**src/rtl/compare_latch_pkg.sv**
```systemverilog
`default_nettype none
// +-----------------------------------------------------------------------+
// | Module   : compare_latch_pkg                                          |
// | Brief    : Shared state encoding and verdict glyphs for the latched   |
// |            operand comparator.                                        |
// | Revision : 1.0 - initial release                                      |
// +-----------------------------------------------------------------------+
package compare_latch_pkg;

  // FSM state encoding (kept as plain constants for legacy tools)
  typedef logic [1:0] state_t;
  localparam state_t IDLE   = 2'd0;
  localparam state_t HAVE_A = 2'd1;
  localparam state_t SHOW   = 2'd2;

  // Active-low seven-segment glyphs, dp bit held high
  localparam logic [7:0] GLYPH_G     = 8'hC2;
  localparam logic [7:0] GLYPH_L     = 8'hC7;
  localparam logic [7:0] GLYPH_E     = 8'h86;
  localparam logic [7:0] GLYPH_BLANK = 8'hFF;

  // Result vector layout: [0] A<B, [1] A>B, [2] A==B
  function automatic logic [7:0] verdict_glyph(input logic [2:0] res);
    logic [7:0] g;
    g = GLYPH_BLANK;
    if (res[2])      g = GLYPH_E;
    else if (res[1]) g = GLYPH_G;
    else if (res[0]) g = GLYPH_L;
    return g;
  endfunction

endpackage
`default_nettype wire

```
**src/rtl/compare_latch_seq_sevenseg.sv**
```systemverilog
`default_nettype none
// +-----------------------------------------------------------------------+
// | Module   : compare_latch_seq_sevenseg                                 |
// | Brief    : Hex nibble to active-low seven-segment decoder (the board  |
// |            sevenSeg digit decoder); dp segment always off.            |
// | Revision : 1.0 - initial release                                      |
// +-----------------------------------------------------------------------+
module compare_latch_seq_sevenseg (
  input  logic [3:0] nibble,
  output logic [7:0] seg
);

  // Pure lookup, segment order {dp,g,f,e,d,c,b,a}
  always_comb begin
    seg = 8'hFF;
    case (nibble)
      4'h0: seg = 8'hC0;
      4'h1: seg = 8'hF9;
      4'h2: seg = 8'hA4;
      4'h3: seg = 8'hB0;
      4'h4: seg = 8'h99;
      4'h5: seg = 8'h92;
      4'h6: seg = 8'h82;
      4'h7: seg = 8'hF8;
      4'h8: seg = 8'h80;
      4'h9: seg = 8'h90;
      4'hA: seg = 8'h88;
      4'hB: seg = 8'h83;
      4'hC: seg = 8'hC6;
      4'hD: seg = 8'hA1;
      4'hE: seg = 8'h86;
      4'hF: seg = 8'h8E;
      default: seg = 8'hFF;
    endcase
  end

endmodule
`default_nettype wire

```
**src/rtl/compare_latch_seq.sv**
```systemverilog
`default_nettype none
// +-----------------------------------------------------------------------+
// | Module   : compare_latch_seq                                          |
// | Brief    : Captures two operands on successive load strobes, latches  |
// |            an unsigned/signed compare and shows it on LEDs and hex    |
// |            displays with a blinking verdict glyph and a pair count.   |
// | Revision : 1.0 - initial release                                      |
// +-----------------------------------------------------------------------+
module compare_latch_seq
  import compare_latch_pkg::*;
#(
  parameter int WIDTH     = 4,
  parameter int BLINK_DIV = 25_000_000
) (
  input  logic             clk,
  input  logic             reset,
  input  logic             load,
  input  logic [WIDTH-1:0] data,
  input  logic             signed_mode,
  output logic [9:0]       leds,
  output logic [7:0]       hex0,
  output logic [7:0]       hex1,
  output logic [7:0]       hex2,
  output logic [7:0]       hex3,
  output logic [7:0]       hex4,
  output logic [7:0]       hex5
);

  // A BLINK_DIV of 1 still needs a one-bit counter that is always at its last value
  localparam int                   c_blink_w    = (BLINK_DIV > 1) ? $clog2(BLINK_DIV) : 1;
  localparam logic [c_blink_w-1:0] c_blink_last = c_blink_w'(BLINK_DIV - 1);
  localparam bit                   c_hi_digit   = (WIDTH > 4);

  state_t               r_state;
  logic [WIDTH-1:0]     r_a;
  logic [WIDTH-1:0]     r_b;
  logic                 r_mode;
  logic [2:0]           r_result;
  logic [3:0]           r_count;
  logic [c_blink_w-1:0] r_blink_cnt;
  logic                 r_phase;

  logic                 w_lt;
  logic                 w_gt;
  logic                 w_eq;
  logic                 w_capture_b;
  logic [7:0]           w_a8;
  logic [7:0]           w_b8;
  logic [7:0]           w_seg_a_lo;
  logic [7:0]           w_seg_a_hi;
  logic [7:0]           w_seg_b_lo;
  logic [7:0]           w_seg_b_hi;

  assign w_capture_b = (r_state == HAVE_A) && load;

  // Compare stored A against the incoming B, using the mode bit that is latched alongside B
  always_comb begin
    w_lt = 1'b0;
    w_gt = 1'b0;
    if (signed_mode) begin
      w_lt = $signed(r_a) < $signed(data);
      w_gt = $signed(r_a) > $signed(data);
    end else begin
      w_lt = r_a < data;
      w_gt = r_a > data;
    end
    w_eq = (r_a == data);
  end

  // FSM with operand, mode and result capture
  always_ff @(posedge clk or posedge reset) begin
    if (reset) begin
      r_state  <= IDLE;
      r_a      <= '0;
      r_b      <= '0;
      r_mode   <= 1'b0;
      r_result <= 3'b000;
    end else if (load) begin
      case (r_state)
        IDLE: begin
          r_a     <= data;
          r_state <= HAVE_A;
        end
        HAVE_A: begin
          r_b      <= data;
          r_mode   <= signed_mode;
          r_result <= {w_eq, w_gt, w_lt};
          r_state  <= SHOW;
        end
        SHOW: begin
          r_a      <= data;
          r_result <= 3'b000;
          r_state  <= HAVE_A;
        end
        default: begin
          r_state <= IDLE;
        end
      endcase
    end
  end

  // Completed-comparison counter, wraps naturally at 4 bits
  always_ff @(posedge clk or posedge reset) begin
    if (reset) begin
      r_count <= 4'd0;
    end else if (w_capture_b) begin
      r_count <= r_count + 4'd1;
    end
  end

  // Blink divider: restarts visible on SHOW entry, free-runs only while in SHOW
  always_ff @(posedge clk or posedge reset) begin
    if (reset) begin
      r_blink_cnt <= '0;
      r_phase     <= 1'b0;
    end else if ((r_state == SHOW) && !load) begin
      if (r_blink_cnt == c_blink_last) begin
        r_blink_cnt <= '0;
        r_phase     <= ~r_phase;
      end else begin
        r_blink_cnt <= r_blink_cnt + 1'b1;
      end
    end else begin
      r_blink_cnt <= '0;
      r_phase     <= 1'b0;
    end
  end

  // Operands zero-extended to a full byte so both digits can always be decoded
  assign w_a8 = 8'(r_a);
  assign w_b8 = 8'(r_b);

  compare_latch_seq_sevenseg u_seg_a_lo (.nibble(w_a8[3:0]), .seg(w_seg_a_lo));
  compare_latch_seq_sevenseg u_seg_a_hi (.nibble(w_a8[7:4]), .seg(w_seg_a_hi));
  compare_latch_seq_sevenseg u_seg_b_lo (.nibble(w_b8[3:0]), .seg(w_seg_b_lo));
  compare_latch_seq_sevenseg u_seg_b_hi (.nibble(w_b8[7:4]), .seg(w_seg_b_hi));

  // Output decode from registers only; verdict LEDs qualified by SHOW
  always_comb begin
    leds = {r_count, 1'b0, r_mode, (r_state == HAVE_A),
            (r_state == SHOW) ? r_result : 3'b000};
    hex0 = GLYPH_BLANK;
    hex1 = GLYPH_BLANK;
    hex2 = GLYPH_BLANK;
    hex3 = GLYPH_BLANK;
    hex4 = GLYPH_BLANK;
    hex5 = GLYPH_BLANK;
    if ((r_state == HAVE_A) || (r_state == SHOW)) begin
      hex4 = w_seg_a_lo;
      hex5 = c_hi_digit ? w_seg_a_hi : GLYPH_BLANK;
    end
    if (r_state == SHOW) begin
      hex0 = w_seg_b_lo;
      hex1 = c_hi_digit ? w_seg_b_hi : GLYPH_BLANK;
      hex2 = r_phase ? GLYPH_BLANK : verdict_glyph(r_result);
    end
  end

endmodule
`default_nettype wire

```
**config.mk**
```make
export PLATFORM = sky130hd
export DESIGN_NAME = compare_latch_seq
export DESIGN_NICKNAME = d
export VERILOG_FILES = /design/src/rtl/compare_latch_pkg.sv /design/src/rtl/compare_latch_seq_sevenseg.sv /design/src/rtl/compare_latch_seq.sv
export SDC_FILE = /design/constraint.sdc
export NUM_CORES = 1
export LEC_CHECK = 0
export ABC_AREA = 1
export BUFFER_PORTS_ARGS = -buffer_cell sky130_fd_sc_hd__buf_2
export CAP_MARGIN = 20
export CORE_UTILIZATION = 48
export DETAILED_ROUTE_END_ITERATION = 16
export GPL_TIMING_DRIVEN = 0
export PLACE_DENSITY = 0.74
export REMOVE_ABC_BUFFERS = 1
export SETUP_SLACK_MARGIN = 0.3
export SYNTH_ARGS = -nofsm -noshare
export SYNTH_HDL_FRONTEND = slang
export SYNTH_SLANG_ARGS = --single-unit
export TNS_END_PERCENT = 10
```
**constraint.sdc**
```tcl
create_clock -name clk -period 1.46 [get_ports clk]
set_input_delay 0.219 -clock clk [delete_from_list [all_inputs] [get_ports clk]]
set_output_delay 0.219 -clock clk [all_outputs]
set_load 0.005 [all_outputs]
```
# Word level (Yosys, flattened, before mapping)
# Memory sizes are Yosys's and may differ from the RTL's.
# Index checks and enable logic that the tools add are counted.
word_totals:
  output_inout_bits: 58
  rom_bits: 224
  n_memories: 2
  word_cells: 48
  regBits: 44
op_classes:
  order_cmp: 4
  add_sub_neg: 2
  n_mux: 16
  bitwise: 1
  n_eq_ne: 5
  reduce_logical: 10
mem_list:
  columns: ["name", "depth", "word_bits", "rd", "rd_clocked_by_memory_dff", "write_ports", "line_no", "text"]
  rows:
  - ["(name not given)", 16, 7, 1, 0, 0, "compare_latch_seq_sevenseg.sv:16", "case (nibble)"]
  - ["(name not given)", 16, 7, 1, 0, 0, "compare_latch_seq_sevenseg.sv:16", null]
op_table:
  columns: ["op", "n"]
  rows:
  - ["$mux W25", 2]
  - ["$mux W8", 4]
  - ["$add A25 B1 Y25 const B", 1]
  - ["$eq A25 B25 Y1 const B", 1]
  - ["$mux W6", 2]
  - ["$gt A4 B4 Y1", 2]
  - ["$lt A4 B4 Y1", 2]
  - ["$mux W7", 1]
  - ["$pmux W3 S2", 1]
  - ["$reduce_and A2 Y1", 3]
  - ["$add A4 B1 Y4 const B", 1]
  - ["$eq A4 B4 Y1", 1]
  - ["$mux W1", 4]
  - ["$pmux W2 S2", 1]
  - ["$mux W3", 1]
  - ["$eq A2 B1 Y1 const B", 1]
  - ["$eq A2 B2 Y1 const B", 1]
  - ["$logic_and A1 B1 Y1", 2]
  - ["$logic_not A2 Y1", 1]
  - ["$ne A2 B1 Y1 const B", 1]
  - ["$reduce_bool A2 Y1", 1]
  - ["$reduce_or A2 Y1", 1]
  - ["$logic_not A1 Y1", 1]
  - ["$logic_or A1 B1 Y1", 1]
  - ["$not A1 Y1", 1]

# Depth between registers and ports, before layout
depth:
  ltp_word: 5
  depth_mapped: 9
  mapped_depth_nobuf: 9

# Modules after synthesis
# A second synthesis with hierarchy kept.
hier_totals:
  hier_cells: 469
  hier_area_um2: 3365.7
by_module_without_submodules:
  columns: ["module", "area_per_inst_um2", "instances", "cells_each"]
  rows:
  - ["compare_latch_seq", 2795.2, 1, 367]
  - ["compare_latch_seq_sevenseg", 285.3, 2, 51]

# Least setup slack after synthesis
# OpenSTA, ideal clock, no wires.
synth_path:
  path_kind: "register to output"
  start: "register r_state[0]"
  end: "output port hex2[4]"
  setup_slack_ns: -0.179
  t_required_ns: 1.241
  stages_incl_launch_ff: 6
  t_arrival_ns: 1.420
  cell_sequence: "dfrtp_1 -> inv_1 -> ha_1 -> clkbuf_1 -> o311ai_0 -> buf_4"
synth_via:
  elab_chain_cells: 2
synth_rtl:
  columns: ["element", "line_no", "text"]
  rows:
  - ["start: declaration", "compare_latch_seq.sv:34", "state_t r_state;"]
  - ["start signal: assignment", "compare_latch_seq.sv:73", "r_state <= IDLE;"]
  - ["start signal: assignment", "compare_latch_seq.sv:82", "r_state <= HAVE_A;"]
  - ["start signal: assignment", "compare_latch_seq.sv:88", "r_state <= SHOW;"]
  - ["$eq A2 B2 Y1", "compare_latch_seq.sv:152", "if (r_state == SHOW) begin"]
  - ["$mux W8", "compare_latch_seq.sv:152", null]
  - ["end: declaration", "compare_latch_seq.sv:23", "output logic [7:0] hex2,"]
# Every way passes these cells.

# Worst setup path after layout
layout_path:
  start: "register r_a[0]"
  end: "output port hex4[6]"
layout_via:
  elab_chain_cells: 2
layout_rtl:
  columns: ["element", "line_no", "text"]
  rows:
  - ["start: declaration", "compare_latch_seq.sv:35", "logic [WIDTH-1:0] r_a;"]
  - ["start signal: assignment", "compare_latch_seq.sv:81", "r_a <= data;"]
  - ["start signal: assignment", "compare_latch_seq.sv:91", "r_a <= data;"]
  - ["$mem_v2 Z16 W7", null, null]
  - ["$mux W8", "compare_latch_seq.sv:148", "if ((r_state == HAVE_A) || (r_state == SHOW)) begin"]
  - ["end: declaration", "compare_latch_seq.sv:25", "output logic [7:0] hex4,"]
# Every way passes these cells.

==> flow_summary.toml <==
[logic_synthesis]
netlist_area_um2 = 3184
ys_types = 32
syn_area_per_cell_um2 = 7.388
seq_area_frac_synth_pct = 34.58
yosysWarningCount = 0
ys_seq_elements = 44
synth_top_area_cell = "dfrtp_1"
synthDominantCellAreaShare_pct = 34.58
syn_inst = 431
ys_top_cells_by_area = "dfrtp_1, nand2_1, ha_1"

[status]
status = "finished, violations left"
failed_checks = "negative setup slack"

[layout]
nets = 509
antenna_cells = 0
final_common_cell = "nand2_1"
layout_common_cells = "nand2_1, nor2_1, dfrtp_1, buf_2, conb_1"
drive_gt1_share_pct = 30.56
syn2layout_area_growth_pct = 23.22
final_area_um2 = 3924
fillers = 530
regArea_um2 = 1111
multi_input_area_um2 = 2053

[power]
leakage_nw = 1.686
p_per_area_nw_per_um2 = 1579
total_power_w = 0.006195
ir_drop_mv = 1.394

[drt]
first_iter_violations = 108
wl_mm = 7.308
routed_via_density = 5.088
vias = 2839
ant_nets = 0
wl_met2_mm = 3.772
routed.top_layer = "met4"
wl_met3_um = 295
wl_met1_mm = 3.105
drc = 0
routedWlPerCell_um = 13.10
firstDrtPassIters = 4

[worst_hold_path]
hold_start = "data[0]"
hold_path.class = "input pin to flop"

[critical_path]
crit_buf_inv = 3
critPathMaxFanout = 4
r2r_start = "r_a[1]"
cpPeakStageDelay_ns = 0.48
required_ns = 1.24
end_kind = "output pin"
arrival_ns = 1.57
startpoint_type = "flop"
worstSetupPathType = "flop to output pin"
crit_family = "flip-flops"
cp-startpoint = "r_a[0]"
cpMaxStageDelayCell = "dfrtp_2"
path_cells = "inv_4 > buf_6 > ha_2 > nand2_2 > o211ai_1 > buf_2"

[clock_tree]
clockBufferDepth = 2
tritoncts = "done"
cts.clk_slew.worst_paths_ns = 0.08
cts_made_buffers = 5
h-tree-depth = 2
cts.sinks = 44
insertion_delay_ns = 0.31
clockRootBuffer = "clkbuf_8"

[die]
start_util_pct = 49.86
fp.dieW_um = 83.45
die_area_um2 = 6964
row_count = 29
io_pins = 66
die_h_um = 83.45
core_um2 = 6386

[global_route]
antenna_found_initial = 0
overflow = 0
grt_max_degree = 32
first_global_vias = 2689
grtUsageTotal_pct = 20.42
grt_pass1_wl_mm = 11.57

[place]
place.gp.congestion = 0.9140
portBuffers = 36
post_dp_cell_area_um2 = 3294
hpwlAfterDp_mm = 4.690

[timing]
finalHoldViolCount = 0
maxSlewViolCount = 0
fin_worst_skew_ns = 0.009645
final.period_utilization_pct = 122.7
worst_slack_ns = -0.3309
fmax_mhz = 558.4
setup_viol = 27
period_needed_ns = 1.791
rsz0062_at_grt = "true"
setup_tns_ns = -4.794
hold_slack_ns = 0.1980

[flow_run]
cap_violations = 0
-- cell usage after synthesis, drive strengths merged --
library cell  count
a21oi             6
a31oi             2
buf              34
clkbuf            6
clkinv            1
conb              2
dfrtp            44
ha               21
inv              46
nand2           110
nand3            29
nand4             2
nor2             75
nor3              2
nor3b             2
o2111ai           2
o211ai            5
o21ai            22
o21bai            1
o311ai            2
o31ai             2
xnor2             6
xor2              9
-- kinds of logic after synthesis --
group / count (synthesis) / synth area share [%]
AOI/OAI and AO/OA: 42 / 7.780
xor gates and xnor gates: 15 / 4.126
adders and majority gates: 21 / 8.251
buffers and inverters: 87 / 14.58
DFF: 44 / 34.58
other: 2 / 0.2358
and+or+nand+nor: 220 / 30.45
-- report_power, final --
group          switching, W  total [W]  leakage (nW)  internal, W
clock              0.000444   0.000822        0.0510     0.000378
combinational       0.00182    0.00341          1.06      0.00159
sequential         0.000485    0.00197         0.578      0.00148
total               0.00275    0.00620          1.69      0.00344
-- cell type report --
class,instances,area share [%]
Inverter,47,5.102
Clock inverter,2,0.2551
Timing Repair Buffer,55,9.439
Sequential cell,44,28.32
Clock buffer,6,2.105
Multi-Input combinational cell,327,52.33
Tap cell,77,2.455
-- worst paths after layout --
check                                       to  slack [ns]  depth (start not counted)
worst min-delay path                    r_a[0]        0.20                          3
min in group asynchronous       r_blink_cnt[2]        0.40                          3
worst max-delay path                   hex4[6]       -0.33                          6
worst min register to register      r_count[3]        0.48                          1
max in group asynchronous               r_a[3]        0.59                          4
worst max register to register     r_result[1]       -0.07                          8
-- per-layer routing --
metal  track usage, %  up-vias
li1                 -     1395
met1            24.49     1343
met2            36.59       87
met3            3.561       14
met4            7.550        0
met5                0        -
-- stage by stage --
| step | std cells | setup slack, ns | utilization (%) |
|---|---|---|---|
| 5_1_grt | 558 | -0.3707 | 61.44 |
| 2_1_floorplan | 418 | -0.06676 | - |
| 4_1_cts | 557 | -0.2641 | 58.89 |
| 3_5_place_dp | 532 | -0.4386 | 51.59 |
| 6_report | 558 | -0.3309 | 61.44 |
| 3_3_place_gp | 531 | -0.3814 | 51.27 |
-- worst min-delay path, cell delays in order --
cell     delay (ns)
buf_2          0.11
inv_1          0.08
o21ai_1        0.07
-- state kept, by name, indices dropped and copies added, names as in the netlist --
signal       flops
r_blink_cnt     25
r_a              4
r_b              4
r_count          4
r_result         3
r_state          2
r_mode           1
r_phase          1
-- repair_timing --
action                                  4_1_cts  5_1_grt
endpoints found under the setup margin       68       65
hold endpoints to repair                     13        0
buffers inserted                             16        1
pin swaps                                    26       16
gates resized for setup                      70       42
hold buffers                                  1        0
(Power assumes the default switching activity.)
